--- config.mk ---
export PLATFORM = sky130hd
export DESIGN_NAME = apb_reg_slave_flat
export DESIGN_NICKNAME = d
export VERILOG_FILES = /design/src/rtl/apb_pkg.sv /design/src/rtl/apb_reg_slave_if.sv /design/src/rtl/apb_wait_ctr.sv /design/src/rtl/apb_reg_slave.sv /design/src/flat_wrapper.sv
export SDC_FILE = /design/constraint.sdc
export NUM_CORES = 1
export LEC_CHECK = 0
export ABC_AREA = 1
export CORE_MARGIN = 2
export CORE_UTILIZATION = 60
export DETAILED_ROUTE_END_ITERATION = 8
export GPL_ROUTABILITY_DRIVEN = 0
export MAX_ROUTING_LAYER = met4
export PLACE_DENSITY = 0.83
export SLEW_MARGIN = 20
export SYNTH_ARGS = -nofsm -noshare
export SYNTH_HDL_FRONTEND = slang
export SYNTH_SLANG_ARGS = --single-unit
--- constraint.sdc ---
create_clock -name PCLK -period 6.8 [get_ports PCLK]
set_input_delay 1.7 -clock PCLK [delete_from_list [all_inputs] [get_ports PCLK]]
set_output_delay 1.7 -clock PCLK [all_outputs]
set_load 0.02 [all_outputs]
--- src/rtl/apb_pkg.sv ---
// Shared types and constants for the APB register completer and its helpers.
// Everything bus-related that more than one file needs lives here.
package apb_pkg;

    localparam int APB_ADDR_W = 32;
    localparam int APB_DATA_W = 32;
    localparam int REG_STRIDE = 4;
    localparam int WAIT_W     = 4;

    typedef enum logic {
        ST_IDLE,
        ST_ACCESS
    } apb_slv_state_t;

    typedef enum logic [1:0] {
        HIT_MISS,
        HIT_RW,
        HIT_CNT
    } apb_hit_t;

    // The read-only transfer counter sits directly after the last RW register.
    function automatic int cnt_offset(input int num_regs);
        return REG_STRIDE * num_regs;
    endfunction

endpackage

--- src/rtl/apb_reg_slave_if.sv ---
// APB completer-side signal bundle; the master modport drives the request,
// the slave modport drives the response.
interface apb_reg_slave_if
    import apb_pkg::*;
#(
    parameter int ADDR_W = APB_ADDR_W,
    parameter int DATA_W = APB_DATA_W
);
    logic              PSEL_S_INF;
    logic              PENABLE_S_INF;
    logic              PWRITE_S_INF;
    logic [ADDR_W-1:0] PADDR_S_INF;
    logic [DATA_W-1:0] PWDATA_S_INF;
    logic              PREADY_S_INF;
    logic [DATA_W-1:0] PRDATA_S_INF;
    logic              PSLVERR_S_INF;

    modport master (
        output PSEL_S_INF, PENABLE_S_INF, PWRITE_S_INF, PADDR_S_INF, PWDATA_S_INF,
        input  PREADY_S_INF, PRDATA_S_INF, PSLVERR_S_INF
    );

    modport slave (
        input  PSEL_S_INF, PENABLE_S_INF, PWRITE_S_INF, PADDR_S_INF, PWDATA_S_INF,
        output PREADY_S_INF, PRDATA_S_INF, PSLVERR_S_INF
    );

endinterface

--- src/rtl/apb_wait_ctr.sv ---
// Wait-state counter: load a count, decrement toward zero, flag when empty.
// Generic enough to pace any APB completer.
module apb_wait_ctr #(
    parameter int W = 4
) (
    input  logic         clk,
    input  logic         rst_n,
    input  logic         load,
    input  logic         dec,
    input  logic [W-1:0] load_val,
    output logic         zero
);

    logic [W-1:0] count;

    // NOTE: sequential state uses non-blocking assignments so every flop samples pre-edge values.
    always_ff @(posedge clk or negedge rst_n) begin
        if (!rst_n) begin
            count <= '0;
        end else if (load) begin
            count <= load_val;
        end else if (dec && (count != '0)) begin
            count <= count - W'(1);
        end
    end

    assign zero = (count == '0);

endmodule

--- src/rtl/apb_reg_slave.sv ---
// APB completer with NUM_REGS RW registers, a read-only completed-transfer
// counter, programmable wait states and PSLVERR on bad address or illegal write.
module apb_reg_slave
    import apb_pkg::*;
#(
    parameter int                ADDR_W      = APB_ADDR_W,
    parameter int                DATA_W      = APB_DATA_W,
    parameter logic [ADDR_W-1:0] BASE_ADDR   = 'h1000,
    parameter int                NUM_REGS    = 4,
    parameter int                WAIT_CYCLES = 2
) (
    input  logic          PCLK,
    input  logic          PRESET_N,
    apb_reg_slave_if.slave bus
);

    localparam int                IDX_W   = (NUM_REGS > 1) ? $clog2(NUM_REGS) : 1;
    localparam logic [ADDR_W-1:0] RW_SPAN = ADDR_W'(cnt_offset(NUM_REGS));

    apb_slv_state_t state, state_nxt;

    logic [ADDR_W-1:0] addr_q;
    logic [DATA_W-1:0] wdata_q;
    logic              write_q;
    logic [DATA_W-1:0] regs [NUM_REGS];
    logic [DATA_W-1:0] xfer_cnt;

    logic              setup, ctr_load, ctr_dec, ctr_zero, done, err;
    logic [ADDR_W-1:0] offset;
    logic [IDX_W-1:0]  idx;
    apb_hit_t          hit;
    logic [DATA_W-1:0] rd_val;

    assign setup = bus.PSEL_S_INF && !bus.PENABLE_S_INF;

    apb_wait_ctr #(.W(WAIT_W)) u_wait_ctr (
        .clk      (PCLK),
        .rst_n    (PRESET_N),
        .load     (ctr_load),
        .dec      (ctr_dec),
        .load_val (WAIT_W'(WAIT_CYCLES)),
        .zero     (ctr_zero)
    );

    always_ff @(posedge PCLK or negedge PRESET_N) begin
        if (!PRESET_N) state <= ST_IDLE;
        else           state <= state_nxt;
    end

    // NOTE: every combinational output gets a default first so no latch is inferred.
    always_comb begin
        state_nxt = state;
        case (state)
            ST_IDLE:   if (setup) state_nxt = ST_ACCESS;
            ST_ACCESS: begin
                if (!bus.PSEL_S_INF)                         state_nxt = ST_IDLE;
                else if (bus.PENABLE_S_INF && ctr_zero)      state_nxt = ST_IDLE;
            end
            default:   state_nxt = ST_IDLE;
        endcase
    end

    always_comb begin
        ctr_load = 1'b0;
        ctr_dec  = 1'b0;
        done     = 1'b0;
        case (state)
            ST_IDLE:   ctr_load = setup;
            ST_ACCESS: begin
                if (bus.PSEL_S_INF && bus.PENABLE_S_INF) begin
                    done    = ctr_zero;
                    ctr_dec = !ctr_zero;
                end
            end
            default: ;
        endcase
    end

    // Request is frozen at setup; later bus changes cannot alter the transfer.
    always_ff @(posedge PCLK or negedge PRESET_N) begin
        if (!PRESET_N) begin
            addr_q  <= '0;
            wdata_q <= '0;
            write_q <= 1'b0;
        end else if ((state == ST_IDLE) && setup) begin
            addr_q  <= bus.PADDR_S_INF;
            wdata_q <= bus.PWDATA_S_INF;
            write_q <= bus.PWRITE_S_INF;
        end
    end

    assign offset = addr_q - BASE_ADDR;
    assign idx    = offset[IDX_W+1:2];

    always_comb begin
        hit = HIT_MISS;
        if ((addr_q >= BASE_ADDR) && (offset < RW_SPAN) && (addr_q[1:0] == 2'b00))
            hit = HIT_RW;
        else if (offset == RW_SPAN)
            hit = HIT_CNT;
    end

    assign err = (hit == HIT_MISS) || ((hit == HIT_CNT) && write_q);

    always_comb begin
        rd_val = '0;
        case (hit)
            HIT_RW:  rd_val = regs[idx];
            HIT_CNT: rd_val = xfer_cnt;
            default: rd_val = '0;
        endcase
    end

    // NOTE: the register array is reset explicitly because software expects zeros after reset.
    always_ff @(posedge PCLK or negedge PRESET_N) begin
        if (!PRESET_N) begin
            for (int i = 0; i < NUM_REGS; i++) regs[i] <= '0;
            xfer_cnt <= '0;
        end else if (done && !err) begin
            if ((hit == HIT_RW) && write_q) regs[idx] <= wdata_q;
            xfer_cnt <= xfer_cnt + DATA_W'(1);
        end
    end

    always_comb begin
        bus.PREADY_S_INF  = done;
        bus.PSLVERR_S_INF = done && err;
        bus.PRDATA_S_INF  = (done && !err && !write_q) ? rd_val : '0;
    end

endmodule

--- src/flat_wrapper.sv ---
// flat-port wrapper written by rule: the top's interface ports become plain ports
module apb_reg_slave_flat import apb_pkg::*;
#(
    parameter int                ADDR_W      = APB_ADDR_W,
    parameter int                DATA_W      = APB_DATA_W,
    parameter logic [ADDR_W-1:0] BASE_ADDR   = 'h1000,
    parameter int                NUM_REGS    = 4,
    parameter int                WAIT_CYCLES = 2
)
  (PCLK, PRESET_N, bus_PSEL_S_INF, bus_PENABLE_S_INF, bus_PWRITE_S_INF, bus_PADDR_S_INF, bus_PWDATA_S_INF, bus_PREADY_S_INF, bus_PRDATA_S_INF, bus_PSLVERR_S_INF);
  apb_reg_slave_if #(.ADDR_W(ADDR_W), .DATA_W(DATA_W)) bus_i ();
  input  logic PCLK;
  input  logic PRESET_N;
  input wire logic [$bits(bus_i.PSEL_S_INF)-1:0] bus_PSEL_S_INF;
  input wire logic [$bits(bus_i.PENABLE_S_INF)-1:0] bus_PENABLE_S_INF;
  input wire logic [$bits(bus_i.PWRITE_S_INF)-1:0] bus_PWRITE_S_INF;
  input wire logic [$bits(bus_i.PADDR_S_INF)-1:0] bus_PADDR_S_INF;
  input wire logic [$bits(bus_i.PWDATA_S_INF)-1:0] bus_PWDATA_S_INF;
  output wire logic [$bits(bus_i.PREADY_S_INF)-1:0] bus_PREADY_S_INF;
  output wire logic [$bits(bus_i.PRDATA_S_INF)-1:0] bus_PRDATA_S_INF;
  output wire logic [$bits(bus_i.PSLVERR_S_INF)-1:0] bus_PSLVERR_S_INF;
  assign bus_i.PSEL_S_INF = bus_PSEL_S_INF;
  assign bus_i.PENABLE_S_INF = bus_PENABLE_S_INF;
  assign bus_i.PWRITE_S_INF = bus_PWRITE_S_INF;
  assign bus_i.PADDR_S_INF = bus_PADDR_S_INF;
  assign bus_i.PWDATA_S_INF = bus_PWDATA_S_INF;
  assign bus_PREADY_S_INF = bus_i.PREADY_S_INF;
  assign bus_PRDATA_S_INF = bus_i.PRDATA_S_INF;
  assign bus_PSLVERR_S_INF = bus_i.PSLVERR_S_INF;
  apb_reg_slave #(.ADDR_W(ADDR_W), .DATA_W(DATA_W), .BASE_ADDR(BASE_ADDR), .NUM_REGS(NUM_REGS), .WAIT_CYCLES(WAIT_CYCLES)) u_core (.PCLK(PCLK), .PRESET_N(PRESET_N), .bus(bus_i));
endmodule
## Word-level counts from Yosys, hierarchy flattened

Cells that the tools add are included.

| word-level totals | value |
|---|---|
| bits in registers | 230 |
| input port bits | 69 |
| output and inout bits | 34 |
| logic and storage cells | 67 |

| cells by class | value |
|---|---|
| add/sub/neg operators | 3 |
| order comparisons | 4 |
| eq/ne operators | 3 |
| multiplexer cells | 21 |
| bitwise operators | 2 |
| reduce and logical (&&, ||, !) cells | 24 |

Operators with widths:

| kind | number |
|---|---|
| $bwmux W128 | 1 |
| $mux W32 | 4 |
| $bmux W32 S2 | 1 |
| $demux W32 S2 | 1 |
| $pmux W32 S2 | 1 |
| $add A32 B1 Y32 const B | 1 |
| $eq A32 B5 Y1 const B | 1 |
| $ge A32 B13 Y1 const B | 1 |
| $lt A32 B5 Y1 const B | 1 |
| $sub A32 B13 Y32 const B | 1 |
| $logic_and A1 B1 Y1 | 13 |
| $mux W1 | 8 |
| $mux W4 | 2 |
| $logic_not A1 Y1 | 4 |
| $logic_not A2 Y1 | 2 |
| $logic_not A4 Y1 | 1 |
| $mux W2 | 2 |
| $reduce_bool A4 Y1 | 1 |
| $sub A4 B1 Y4 const B | 1 |
| $ge A3 B3 Y1 const B | 1 |
| $lt A3 B1 Y1 const B | 1 |
| $not A2 Y3 | 1 |
| $eq A2 B1 Y1 const B | 1 |
| $eq A2 B2 Y1 const B | 1 |
| other kinds (5) | 5 |

## Depth between registers and ports, before layout

| logic depth | value |
|---|---|
| depth after elaboration | 12 |
| gate-level depth with buffers | 17 |
| depth with buffers taken out | 16 |

## Cells and area by module

A second synthesis with hierarchy kept.

| second synthesis, totals | value |
|---|---|
| cell total of the unflattened synthesis | 1635 |
| area, all modules | 12415.7 µm² |

By module, submodules not included:

| module | instances | cells an instance | area each (µm²) | sequential area each (µm²) |
|---|---|---|---|---|
| apb_reg_slave | 1 | 1589 | 12120.4 | 5655.4 |
| apb_wait_ctr | 1 | 46 | 295.3 | 100.1 |

## Worst setup path after synthesis

OpenSTA, ideal clock, no wires.

| timing | value |
|---|---|
| path type | input -> output |
| start point | in bus_PENABLE_S_INF |
| end point | out bus_PRDATA_S_INF[10] |
| arrival | 2628 ps |
| data required time | 5100 ps |
| path slack | 2472 ps |
| stages | 6 |
| path buffers | 1 |
| cell sequence | and3_1 -> nand2_1 -> clkinv_1 -> nand3_2 -> buf_2 -> nor2_1 |

| between the ends | value |
|---|---|
| longest elaborated chain between the ends | 6 |

RTL lines:

| element | RTL line | source |
|---|---|---|
| start, declared | flat_wrapper.sv:15 | `input wire logic [$bits(bus_i.PENABLE_S_INF)-1:0] bus_PENABLE_S_INF;` |
| $logic_and A1 B1 Y1 | apb_reg_slave.sv:70 | `if (bus.PSEL_S_INF && bus.PENABLE_S_INF) begin` |
| $mux W1 | apb_reg_slave.sv:70 |  |
| $mux W1 | apb_reg_slave.sv:67 | `case (state)` |
| $logic_and A1 B1 Y1 (2 in a row) | apb_reg_slave.sv:128 | `bus.PRDATA_S_INF = (done && !err && !write_q) ? rd_val : '0;` |
| $mux W32 | apb_reg_slave.sv:128 |  |
| end, declared | flat_wrapper.sv:20 | `output wire logic [$bits(bus_i.PRDATA_S_INF)-1:0] bus_PRDATA_S_INF;` |

No other way between the ends.

## Worst setup path after layout

| timing | value |
|---|---|
| start point | reg u_core.addr_q[2] |
| end point | out bus_PRDATA_S_INF[12] |

| between the ends | value |
|---|---|
| longest elaborated chain between the ends | 12 |
| elaborated cells on any way between the ends | 22 |
| those cells by class | add/sub (1); order compare (2); eq/ne (3); mux (7); bitwise (1); reduce/logical (8) |

RTL lines:

| element | RTL line | source |
|---|---|---|
| start, declared | apb_reg_slave.sv:22 | `logic [ADDR_W-1:0] addr_q;` |
| start signal, assigned | apb_reg_slave.sv:86 | `addr_q <= bus.PADDR_S_INF;` |
| $sub A32 B13 Y32 | apb_reg_slave.sv:92 | `assign offset = addr_q - BASE_ADDR;` |
| $lt A32 B5 Y1 | apb_reg_slave.sv:97 | `if ((addr_q >= BASE_ADDR) && (offset < RW_SPAN) && (addr_q[1:0] == 2'b00))` |
| $logic_and A1 B1 Y1 (2 in a row) | apb_reg_slave.sv:97 |  |
| $mux W2 | apb_reg_slave.sv:97 |  |
| $eq A2 B2 Y1 | apb_reg_slave.sv:103, apb_reg_slave.sv:107 |  |
| $logic_and A1 B1 Y1 | apb_reg_slave.sv:103 | `assign err = (hit == HIT_MISS) \|\| ((hit == HIT_CNT) && write_q);` |
| $logic_or A1 B1 Y1 | apb_reg_slave.sv:103 |  |
| $logic_not A1 Y1 | apb_reg_slave.sv:128 |  |
| $logic_and A1 B1 Y1 (2 in a row) | apb_reg_slave.sv:128 |  |
| $mux W32 * | apb_reg_slave.sv:128 |  |

Mark *: on every way between the ends. The rest lies on a longest branch, timed or not. The select of a mux whose other input is x is not followed.

==> impl_metrics.ini <==
[critical_path]
end_kind = primary output
critPathArrivalTime_ns = 3.92
critPathKind = reg2out
setup.worst_path.start_class = register
path_common_cell = buf_4
critPathBufInv = 4
critPathSlowestCell = clkdlybuf4s50_1
critPathMaxStageDelay_ns = 0.64
crit_fanout = 34
required_ns = 5.10
crit_family = buffers and inverters
crit_path_cell_trace = nor2_2, buf_4, nand2_1, nor3_2, buf_4, nand4_1, nand2_1, nand3_2, buf_4, nor2_1, clkdlybuf4s50_1

[floorplanning]
ioPinCount = 103
fp-row-count = 50
die_y_um = 142
core_area_um2 = 18600
die_x_um = 142
die_area_um2 = 20100
start_util_pct = 61.1

[detailed_routing]
drc_errors = 0
initialDrtViolationCount = 1026
drt_first_pass_iters = 7
ant_nets = 0
vias = 10000
wl_mm = 28.5
routed_via_density = 5.68
routedWlPerCell_um = 16.2

[place]
dp_hpwl_mm = 17.8
pre_cts_ws_ns = 1.27
dpl_cell_area_um2 = 12400
io_buffers = 102

[timing]
fin_crit_ns = 5.62
setup_tns_ns = 0
finalWorstSetupSlack_ns = 1.18
whs_ns = 0.468
hold_viol = 0
clock.fmax_mhz = 178
rsz0062_at_grt = no
tightestPinTransition_ns = 1.01
fin_skew_ns = 0.00942
slew_headroom_pct = 32.4
finalSetupViolCount = 0
fin_crit_sh_pct = 82.6
slew_viol_final = 0

[clock_network]
clock_sinks = 230
clock_path_buffers = 3
insertion_delay_ns = 0.54
cts_hold_buf = 0
numCtsBuffers = 25
cts.clk_slew.worst_paths_ns = 0.06
postCtsSetupRepairBufs = 0
cts-root-buf = clkbuf_16
ctsHtreeMaxLevel = 1
cts_resized = 0
cts_tree = built

[finish]
synthToLayoutAreaGrowth_pct = 16.3
area.sequential_um2 = 5760
drive_gt1_share_pct = 4.98
multi_input_area_um2 = 4840
layout.nets = 1581
fin_area_um2 = 13200
fillers = 1449

[logic_synthesis]
yosys_warnings = 0
synth_edf_count = 0
synth_cells = 1445
synth_nets = 1516
synth_area_per_cell_um2 = 7.88
synthDistinctLibCells = 33
yosysSeqAreaShare_pct = 50.6
ys.flop_type = dfrtp_1
ys_ff_latch = 230
syn_area_um2 = 11400
async_reset_ff_share_pct = 100

[min_path]
hp-class = reg2reg

[global_route]
grt_pass1_wl_mm = 46.9
antenna_found_initial = 1
grt_pass1_vias = 9391
overflow = 0
grt_max_degree = 117
grt.total_usage_pct = 29.6

[power]
power_leakage_nw = 6.11
vdd_drop_max_uv = 220
power_density_nw_per_um2 = 249
power.total_mw = 3.30

[run_status]
status = completed

[flow_run]
maxCapViolations = 0
==> layer usage <==
layer	up-vias	global-route usage, %	wire, um	share of wire (%)
met1	4714	41.0	12500	44
met4	0	10.2	875	3.1
met5	-	-	0	0
met2	401	46.1	13300	47
li1	4821	-	-	-
met3	72	3.54	1770	6.2
==> worst reg2reg max path: stages (launching register included) <==
cell and delay [ns]:
dfrtp_1 0.44, nor2_2 0.10, buf_4 0.44, nand2_1 0.17
nor4_1 0.48, nand2_1 0.11, nand2_1 0.73, nand3_2 0.81
nand2_1 0.30, nand2_1 0.08
==> logic make-up after synthesis <==
kind of cell | count (synthesis) | synth area share [%]
AOI/OAI and AO/OA | 232 | 11.5
xor gates and xnor gates | 31 | 2.39
adders and majority gates | 2 | 0.220
buffers and inverters | 187 | 7.14
DFF | 230 | 50.6
and+or+nand+nor | 763 | 28.2
==> sequential cells by signal (all words and copies together), names as in the netlist <==
register,flops
u_core.addr_q,32
u_core.state,1
u_core.write_q,1
u_core.regs,128
u_core.u_wait_ctr.count,4
u_core.wdata_q,32
u_core.xfer_cnt,32
==> synthesized netlist by cell type, types with 3 or more instances <==
master | n | area, um^2
nand2_1 | 502 | 1880
inv_1 | 108 | 405
a21oi_1 | 3 | 15.0
buf_4 | 4 | 30.0
nor3_1 | 26 | 130
nand3b_1 | 3 | 22.5
buf_2 | 31 | 155
o21ai_0 | 50 | 250
nor2_1 | 100 | 375
nand3_1 | 70 | 350
o21ai_2 | 5 | 43.8
xor2_1 | 26 | 228
nor4_1 | 8 | 50.1
nand3_4 | 4 | 70.1
a22oi_1 | 47 | 353
dfrtp_1 | 230 | 5760
clkinv_1 | 3 | 11.3
xnor2_1 | 5 | 43.8
nor2_2 | 3 | 18.8
clkbuf_1 | 33 | 124
o21ai_1 | 125 | 626
buf_6 | 7 | 78.8
nand4_1 | 39 | 244
==> layout by cell type, fill, tap and decap left out, types with 10 or more instances in the layout <==
cell type        instances
xor2_1                  26
buf_4                   10
nand2_1                502
nand3_1                 69
clkbuf_16               25
a22oi_1                 47
nor3_1                  24
o21ai_1                125
nor2_1                  98
clkdlybuf4s50_1        101
o21ai_0                 50
inv_1                  108
dfrtp_1                230
nand4_1                 39
==> through the flow <==
stage,util [%],cells
finish,71.0,1762
global placement,66.7,1717
CTS,71.0,1761
floorplan,-,1445
detailed placement,66.7,1717
global route,71.0,1762
==> worst paths after layout <==
| path | start | to | slack, ns | cells after the start |
|---|---|---|---|---|
| worst max-delay path | u_core.addr_q[2] | bus_PRDATA_S_INF[12] | 1.18 | 11 |
| worst min-delay path | u_core.addr_q[9] | u_core.addr_q[9] | 0.47 | 2 |
| worst max register to register | u_core.addr_q[2] | u_core.xfer_cnt[23] | 3.02 | 9 |
| worst min register to register | u_core.addr_q[9] | u_core.addr_q[9] | 0.47 | 2 |
| max in group asynchronous | PRESET_N | u_core.regs[13] | 4.54 | 2 |
| min in group asynchronous | PRESET_N | u_core.addr_q[21] | 1.19 | 1 |
==> cell type report <==
cell class | instances | share of cell area, %
timing repair buffer | 113 | 8.47
clock inverter | 7 | 0.378
multi-input combinational | 1028 | 36.6
clock buffer | 37 | 5.67
inverter | 112 | 3.21
sequential | 230 | 43.5
antenna | 1 | 0.0189
tap | 234 | 2.21
==> power breakdown <==
group	switching [mW]	leakage (nW)	internal [mW]	total (mW)
clock network	0.551	0.404	0.764	1.31
registers	0.0630	3.10	1.47	1.53
logic	0.320	2.60	0.134	0.454
total	0.934	6.11	2.36	3.30
Note: power is estimated with default switching activity, not from simulation.
